**config.mk**
```make
export PLATFORM = sky130hd
export DESIGN_NAME = cpu_retire_tracer
export DESIGN_NICKNAME = d
export VERILOG_FILES = /design/src/rtl/cpu_trace_pkg.sv /design/src/rtl/trace_fifo.sv /design/src/rtl/cpu_retire_tracer.sv
export SDC_FILE = /design/constraint.sdc
export NUM_CORES = 2
export LEC_CHECK = 0
export ABC_AREA = 1
export BUFFER_PORTS_ARGS = -buffer_cell sky130_fd_sc_hd__buf_2
export CORE_ASPECT_RATIO = 1.25
export CORE_MARGIN = 1.5
export CORE_UTILIZATION = 46
export DETAILED_ROUTE_END_ITERATION = 10
export PLACE_DENSITY = 0.7
export SETUP_SLACK_MARGIN = 0.02
export SKIP_CTS_REPAIR_TIMING = 1
export SLEW_MARGIN = 5
export SYNTH_ARGS = -nofsm -noshare
export SYNTH_HDL_FRONTEND = slang
export SYNTH_SLANG_ARGS = --single-unit
```
**constraint.sdc**
```tcl
create_clock -name clk -period 14.7 [get_ports clk]
set_input_delay 0.735 -clock clk [delete_from_list [all_inputs] [get_ports clk]]
set_output_delay 0.735 -clock clk [all_outputs]
set_load 0.03 [all_outputs]
```
**src/rtl/cpu_trace_pkg.sv**
```systemverilog
// Shared types for the retire-trace monitor: record kinds, record layout and tracer states.
package cpu_trace_pkg;

  typedef enum logic [2:0] {
    TR_REG   = 3'd0,
    TR_LOAD  = 3'd1,
    TR_STORE = 3'd2,
    TR_NOP   = 3'd3,
    TR_HALT  = 3'd4
  } trace_kind_t;

  typedef struct packed {
    trace_kind_t kind;
    logic [31:0] inum;
    logic [31:0] pc;
    logic [4:0]  regIdx;
    logic [31:0] value;
    logic [31:0] addr;
  } trace_rec_t;

  typedef enum logic [1:0] {
    ST_IDLE,
    ST_RUN,
    ST_HALTED,
    ST_TIMEOUT
  } tracer_state_t;

  localparam int TRACE_REC_W = $bits(trace_rec_t);

  // A register write outranks a halt retiring in the same cycle.
  function automatic trace_kind_t classifyRetire(input logic regWrite, input logic memRead,
                                                 input logic memWrite, input logic halt);
    if (regWrite && memRead)
      return TR_LOAD;
    else if (regWrite)
      return TR_REG;
    else if (halt)
      return TR_HALT;
    else if (memWrite)
      return TR_STORE;
    else
      return TR_NOP;
  endfunction

endpackage

```
**src/rtl/trace_fifo.sv**
```systemverilog
// Synchronous FIFO with extra-MSB pointers; a push into a full FIFO succeeds when a pop shares the edge.
module trace_fifo #(
  parameter int DEPTH = 16,
  parameter int WIDTH = 32
) (
  input  logic             clk,
  input  logic             rst,
  input  logic             push,
  input  logic             pop,
  input  logic [WIDTH-1:0] wrData,
  output logic [WIDTH-1:0] rdData,
  output logic             full,
  output logic             empty
);

  localparam int AW = $clog2(DEPTH);
  localparam logic [AW:0] PTR_ONE = (AW + 1)'(1);

  logic [WIDTH-1:0] mem [DEPTH];
  logic [AW:0]      wrPtr;
  logic [AW:0]      rdPtr;
  logic             doPush;
  logic             doPop;

  assign empty  = (wrPtr == rdPtr);
  assign full   = (wrPtr[AW] != rdPtr[AW]) && (wrPtr[AW-1:0] == rdPtr[AW-1:0]);
  assign doPop  = pop && !empty;
  assign doPush = push && (!full || doPop);
  assign rdData = mem[rdPtr[AW-1:0]];

  always_ff @(posedge clk) begin
    if (rst) begin
      wrPtr <= '0;
      rdPtr <= '0;
    end else begin
      if (doPush)
        wrPtr <= wrPtr + PTR_ONE;
      if (doPop)
        rdPtr <= rdPtr + PTR_ONE;
    end
  end

  // Storage is deliberately left out of reset; the empty flag masks stale entries.
  always_ff @(posedge clk) begin
    if (doPush)
      mem[wrPtr[AW-1:0]] <= wrData;
  end

endmodule

```
**src/rtl/cpu_retire_tracer.sv**
```systemverilog
// Retire-trace monitor: turns every RUN cycle of the core into one numbered record and queues it for a consumer.
module cpu_retire_tracer
  import cpu_trace_pkg::*;
#(
  parameter int DEPTH      = 16,
  parameter int MAX_CYCLES = 100000,
  parameter int DROP_W     = 16
) (
  input  logic              clk,
  input  logic              rst,
  input  logic              en,
  input  logic [31:0]       PC,
  input  logic [31:0]       Inst,
  input  logic              RegWrite,
  input  logic [4:0]        WriteRegister,
  input  logic [31:0]       WriteData,
  input  logic              MemRead,
  input  logic              MemWrite,
  input  logic [31:0]       MemAddress,
  input  logic [31:0]       MemData,
  input  logic              Halt,
  output logic              tr_valid,
  input  logic              tr_ready,
  output trace_kind_t       tr_kind,
  output logic [31:0]       tr_inum,
  output logic [31:0]       tr_pc,
  output logic [4:0]        tr_reg,
  output logic [31:0]       tr_value,
  output logic [31:0]       tr_addr,
  output logic [31:0]       cycle_count,
  output logic [31:0]       inst_count,
  output logic              halted,
  output logic              timeout,
  output logic              done,
  output logic              overflow,
  output logic [DROP_W-1:0] drop_count
);

  localparam logic [DROP_W-1:0] DROP_ONE = DROP_W'(1);

  tracer_state_t            state;
  tracer_state_t            stateNext;
  trace_kind_t              newKind;
  trace_rec_t               newRec;
  trace_rec_t               fifoHead;
  trace_rec_t               lastRec;
  trace_rec_t               shownRec;
  logic [TRACE_REC_W-1:0]   fifoRdData;
  logic                     fifoFull;
  logic                     fifoEmpty;
  logic                     running;
  logic                     pop;
  logic                     drop;
  logic                     lastWatchdog;
  logic                     unusedInst;

  assign unusedInst   = ^Inst;
  assign running      = (state == ST_RUN);
  assign pop          = tr_valid && tr_ready;
  assign drop         = running && fifoFull && !pop;
  assign lastWatchdog = (cycle_count == 32'(MAX_CYCLES - 1));
  assign newKind      = classifyRetire(RegWrite, MemRead, MemWrite, Halt);

  always_comb begin
    newRec      = '0;
    newRec.kind = newKind;
    newRec.inum = inst_count;
    newRec.pc   = PC;
    case (newKind)
      TR_REG: begin
        newRec.regIdx = WriteRegister;
        newRec.value  = WriteData;
      end
      TR_LOAD: begin
        newRec.regIdx = WriteRegister;
        newRec.value  = WriteData;
        newRec.addr   = MemAddress;
      end
      TR_STORE: begin
        newRec.value = MemData;
        newRec.addr  = MemAddress;
      end
      default: ;
    endcase
  end

  trace_fifo #(
    .DEPTH (DEPTH),
    .WIDTH (TRACE_REC_W)
  ) fifo (
    .clk    (clk),
    .rst    (rst),
    .push   (running),
    .pop    (pop),
    .wrData (newRec),
    .rdData (fifoRdData),
    .full   (fifoFull),
    .empty  (fifoEmpty)
  );

  assign fifoHead = trace_rec_t'(fifoRdData);

  always_ff @(posedge clk) begin
    if (rst)
      state <= ST_IDLE;
    else
      state <= stateNext;
  end

  // A halt on the final watchdog cycle is checked first so it wins over the timeout.
  always_comb begin
    stateNext = state;
    case (state)
      ST_IDLE:
        if (en)
          stateNext = ST_RUN;
      ST_RUN:
        if (newKind == TR_HALT)
          stateNext = ST_HALTED;
        else if (lastWatchdog)
          stateNext = ST_TIMEOUT;
      default: ;
    endcase
  end

  always_ff @(posedge clk) begin
    if (rst) begin
      cycle_count <= '0;
      inst_count  <= '0;
      overflow    <= 1'b0;
      drop_count  <= '0;
    end else if (running) begin
      cycle_count <= cycle_count + 32'd1;
      inst_count  <= inst_count + 32'd1;
      if (drop) begin
        overflow <= 1'b1;
        if (drop_count != '1)
          drop_count <= drop_count + DROP_ONE;
      end
    end
  end

  // Keep the last popped record so the trace port holds its values while the FIFO is empty.
  always_ff @(posedge clk) begin
    if (rst)
      lastRec <= '0;
    else if (pop)
      lastRec <= fifoHead;
  end

  assign shownRec = fifoEmpty ? lastRec : fifoHead;
  assign tr_valid = !fifoEmpty;
  assign tr_kind  = shownRec.kind;
  assign tr_inum  = shownRec.inum;
  assign tr_pc    = shownRec.pc;
  assign tr_reg   = shownRec.regIdx;
  assign tr_value = shownRec.value;
  assign tr_addr  = shownRec.addr;

  assign halted  = (state == ST_HALTED);
  assign timeout = (state == ST_TIMEOUT);
  assign done    = (halted || timeout) && fifoEmpty;

endmodule

```
==> impl_metrics.toml <==
[status]
status = "finished clean"

[grt]
grt_pass1_vias = 64813
grt_max_degree = 249
antenna_found_initial = 23
grt_pass1_wl_um = 401100
track_usage = 0.2454
gr-total-overflow = 0

[yosys]
synth_cell_types = 39
synth.area.top_cells = "edfxtp_1, nand2_1, dfxtp_1, nor2_1, o21ai_0"
synthArstFlopShare = 0
synth.avg_cell_area_um2 = 11.46
synth_area_um2 = 97930
synth-seq-cells = 2409
synthesis.nets = 8725
yosysSeqAreaShare = 0.7149
syn-instance-count = 8544
yosys_most_used_dff = "edfxtp_1"
synth-edff-count = 2176
synth_common_cells = "edfxtp_1, nand2_1, nor2_1"
synth.most_common_cell = "edfxtp_1"
synth_top_cell_area_share = 0.6672
synth.largest_area_cell = "edfxtp_1"
ys.warnings.count = 0

[route]
totalWireLength_um = 270900
vias = 67577
drc = 0
ant_nets = 0
drtPass1Iterations = 8
vias_per_cell = 5.816
wl_per_cell_um = 23.31
drt-initial-drc-count = 7947

[setup_path]
rr_endpoint = "fifo.mem[6][60]$_DFFE_PP_"
worst-setup-path-type = "flop to output pin"
cp-endpoint = "tr_addr[27]"
r2r_start = "state[0]$_SDFFE_PP0P_"
arrival_ns = 6.15
r2r_slack_ns = 8.53
path_max_fanout = 77
rr_worst_depth = 9
cp.required_ns = 13.97
start_kind = "flop"
critPathCaptureType = "output pin"

[timing]
tightest_slew_ns = 1.463
rsz0062_at_grt = "false"
finalMaxSlewViolations = 0
post-route-min-period_ns = 6.881
period_share = 0.4681
finalSetupViolCount = 0
hold_slack_ns = 0.1893
fin_tns_setup_ns = 0
max_clock_freq_mhz = 145.3
final_hold_viol_count = 0
max_slew_margin = 0.02465
skew_ns = 0.1036

[hold_path]
hp-class = "input port to flop"

[cts]
clockBufferDepth = 3
htree_levels = 4
worst_skew_pair.late_latency_ns = 0.91
cts.clk_slew.worst_paths_ns = 0.06
cts_root_buffer = "clkbuf_16"
cts_num_sinks = 2409
cts_tree = "done"
numCtsBuffers = 227

[floorplan]
num_rows = 189
core_um2 = 211900
die_h_um = 518.9
ioPinCount = 394
fp.dieW_um = 415.7
start_util = 0.4622
dieArea_um2 = 215700

[pwr]
finalPower_mw = 16.43
ir_worst_vdd_uv = 137.4
power.density_nw_per_um2 = 150.3
p_leak_nw = 38.03

[cells_and_area]
nNetsFinal = 8823
syn_to_final_growth_pct = 11.58
fin_area_um2 = 109300
drive_above_1_share = 0.09656

[place]
gp_congestion = 0.8525
port_buffers = 361
dp_hpwl_um = 132000
dpl_cell_area_um2 = 101500

[run]
cap_violations = 0
cells by family after synthesis:
kind of cell / Yosys count / share of synthesized area
AO/OA/AOI/OAI: 1561 / 0.08913
XOR/XNOR: 19 / 0.001699
AND/OR/NAND/NOR: 3732 / 0.1554
buffers and inverters: 814 / 0.03775
multiplexers: 1 / 0.0001150
flip-flops: 2409 / 0.7149
adder cells (fa/ha/maj): 8 / 0.001022
per-stage QoR:
step | std cells | util | worst slack (ns)
2_1_floorplan | 8544 | - | 3.849
3_3_place_gp | 11182 | 0.4789 | 8.586
3_5_place_dp | 11182 | 0.4789 | 8.545
4_1_cts | 11613 | 0.5157 | 7.905
5_1_grt | 11614 | 0.5157 | 7.607
6_report | 11619 | 0.5157 | 7.819
where the power goes:
group	switching, mW	internal (mW)	total (mW)
logic	2.05	0.677	2.73
registers	0.0736	7.59	7.66
clock network	2.56	3.48	6.04
total	4.68	11.7	16.4
routing by layer:
metal	global-route usage	share of wire	wire length, um
met1	0.3210	0.39	105100
met2	0.4066	0.48	130000
met3	0.04137	0.093	25250
met4	0.09964	0.038	10400
met5	0	0.00048	130
state kept, by name, indices dropped and copies added (netlist names), 2 cells and up, named ones only:
register,flops
fifo.rdPtr,5
inst_count,32
lastRec,136
cycle_count,32
fifo.wrPtr,5
state,2
fifo.mem,2176
drop_count,16
area by class of cell:
| cell class | count | area [um^2] |
|---|---|---|
| Multi-Input combinational cell | 5321 | 24370 |
| Timing Repair Buffer | 454 | 2705 |
| Antenna cell | 6 | 15.01 |
| Inverter | 229 | 915.9 |
| Fill cell | 17695 | 102600 |
| Tap cell | 2769 | 3465 |
| Sequential cell | 2409 | 70020 |
| Clock inverter | 108 | 1459 |
| Clock buffer | 323 | 6322 |
critical path, cell delays in order (launching register included):
cell,delay [ns]
dfxtp_4,0.82
buf_4,0.80
buf_4,0.72
buf_4,0.68
buf_4,0.75
o21ai_0,0.20
o21ai_1,0.19
nand2_1,0.07
nand3_1,0.12
nand2_1,0.10
o21ai_0,0.33
buf_2,0.28
worst min-delay path by stage:
stage	startpoint	endpoint	cells after the start
5_1_grt	PC[12]	fifo.mem[2][81]$_DFFE_PP_	1
4_1_cts	en	state[0]$_SDFFE_PP0P_	3
3_5_place_dp	overflow$_SDFFE_PP0P_	overflow$_SDFFE_PP0P_	2
6_report	en	state[0]$_SDFFE_PP0P_	3
2_1_floorplan	lastRec[131]$_SDFFE_PP0P_	lastRec[131]$_SDFFE_PP0P_	2
3_3_place_gp	overflow$_SDFFE_PP0P_	overflow$_SDFFE_PP0P_	2
layout by cell type (no fill, tap or decap), drive strengths merged:
master and n:
ha 8, xor2 13, a211oi 3, dfxtp 233, diode 6, clkbuf 323, edfxtp 2176, bufinv 27
clkinv 63, nor3 43, o22ai 8, a22o 32, a221oi 1, o21a 5, nor2 1225, mux2 1
nand2 1652, nand3 772, a21oi 213, o211ai 297, o21ai 990, nor4 1, nor3b 2, nand4 33
buf 454, clkinvlp 12, xnor2 6, nand3b 4, inv 235, a31oi 12
(Power assumes the default switching activity.)
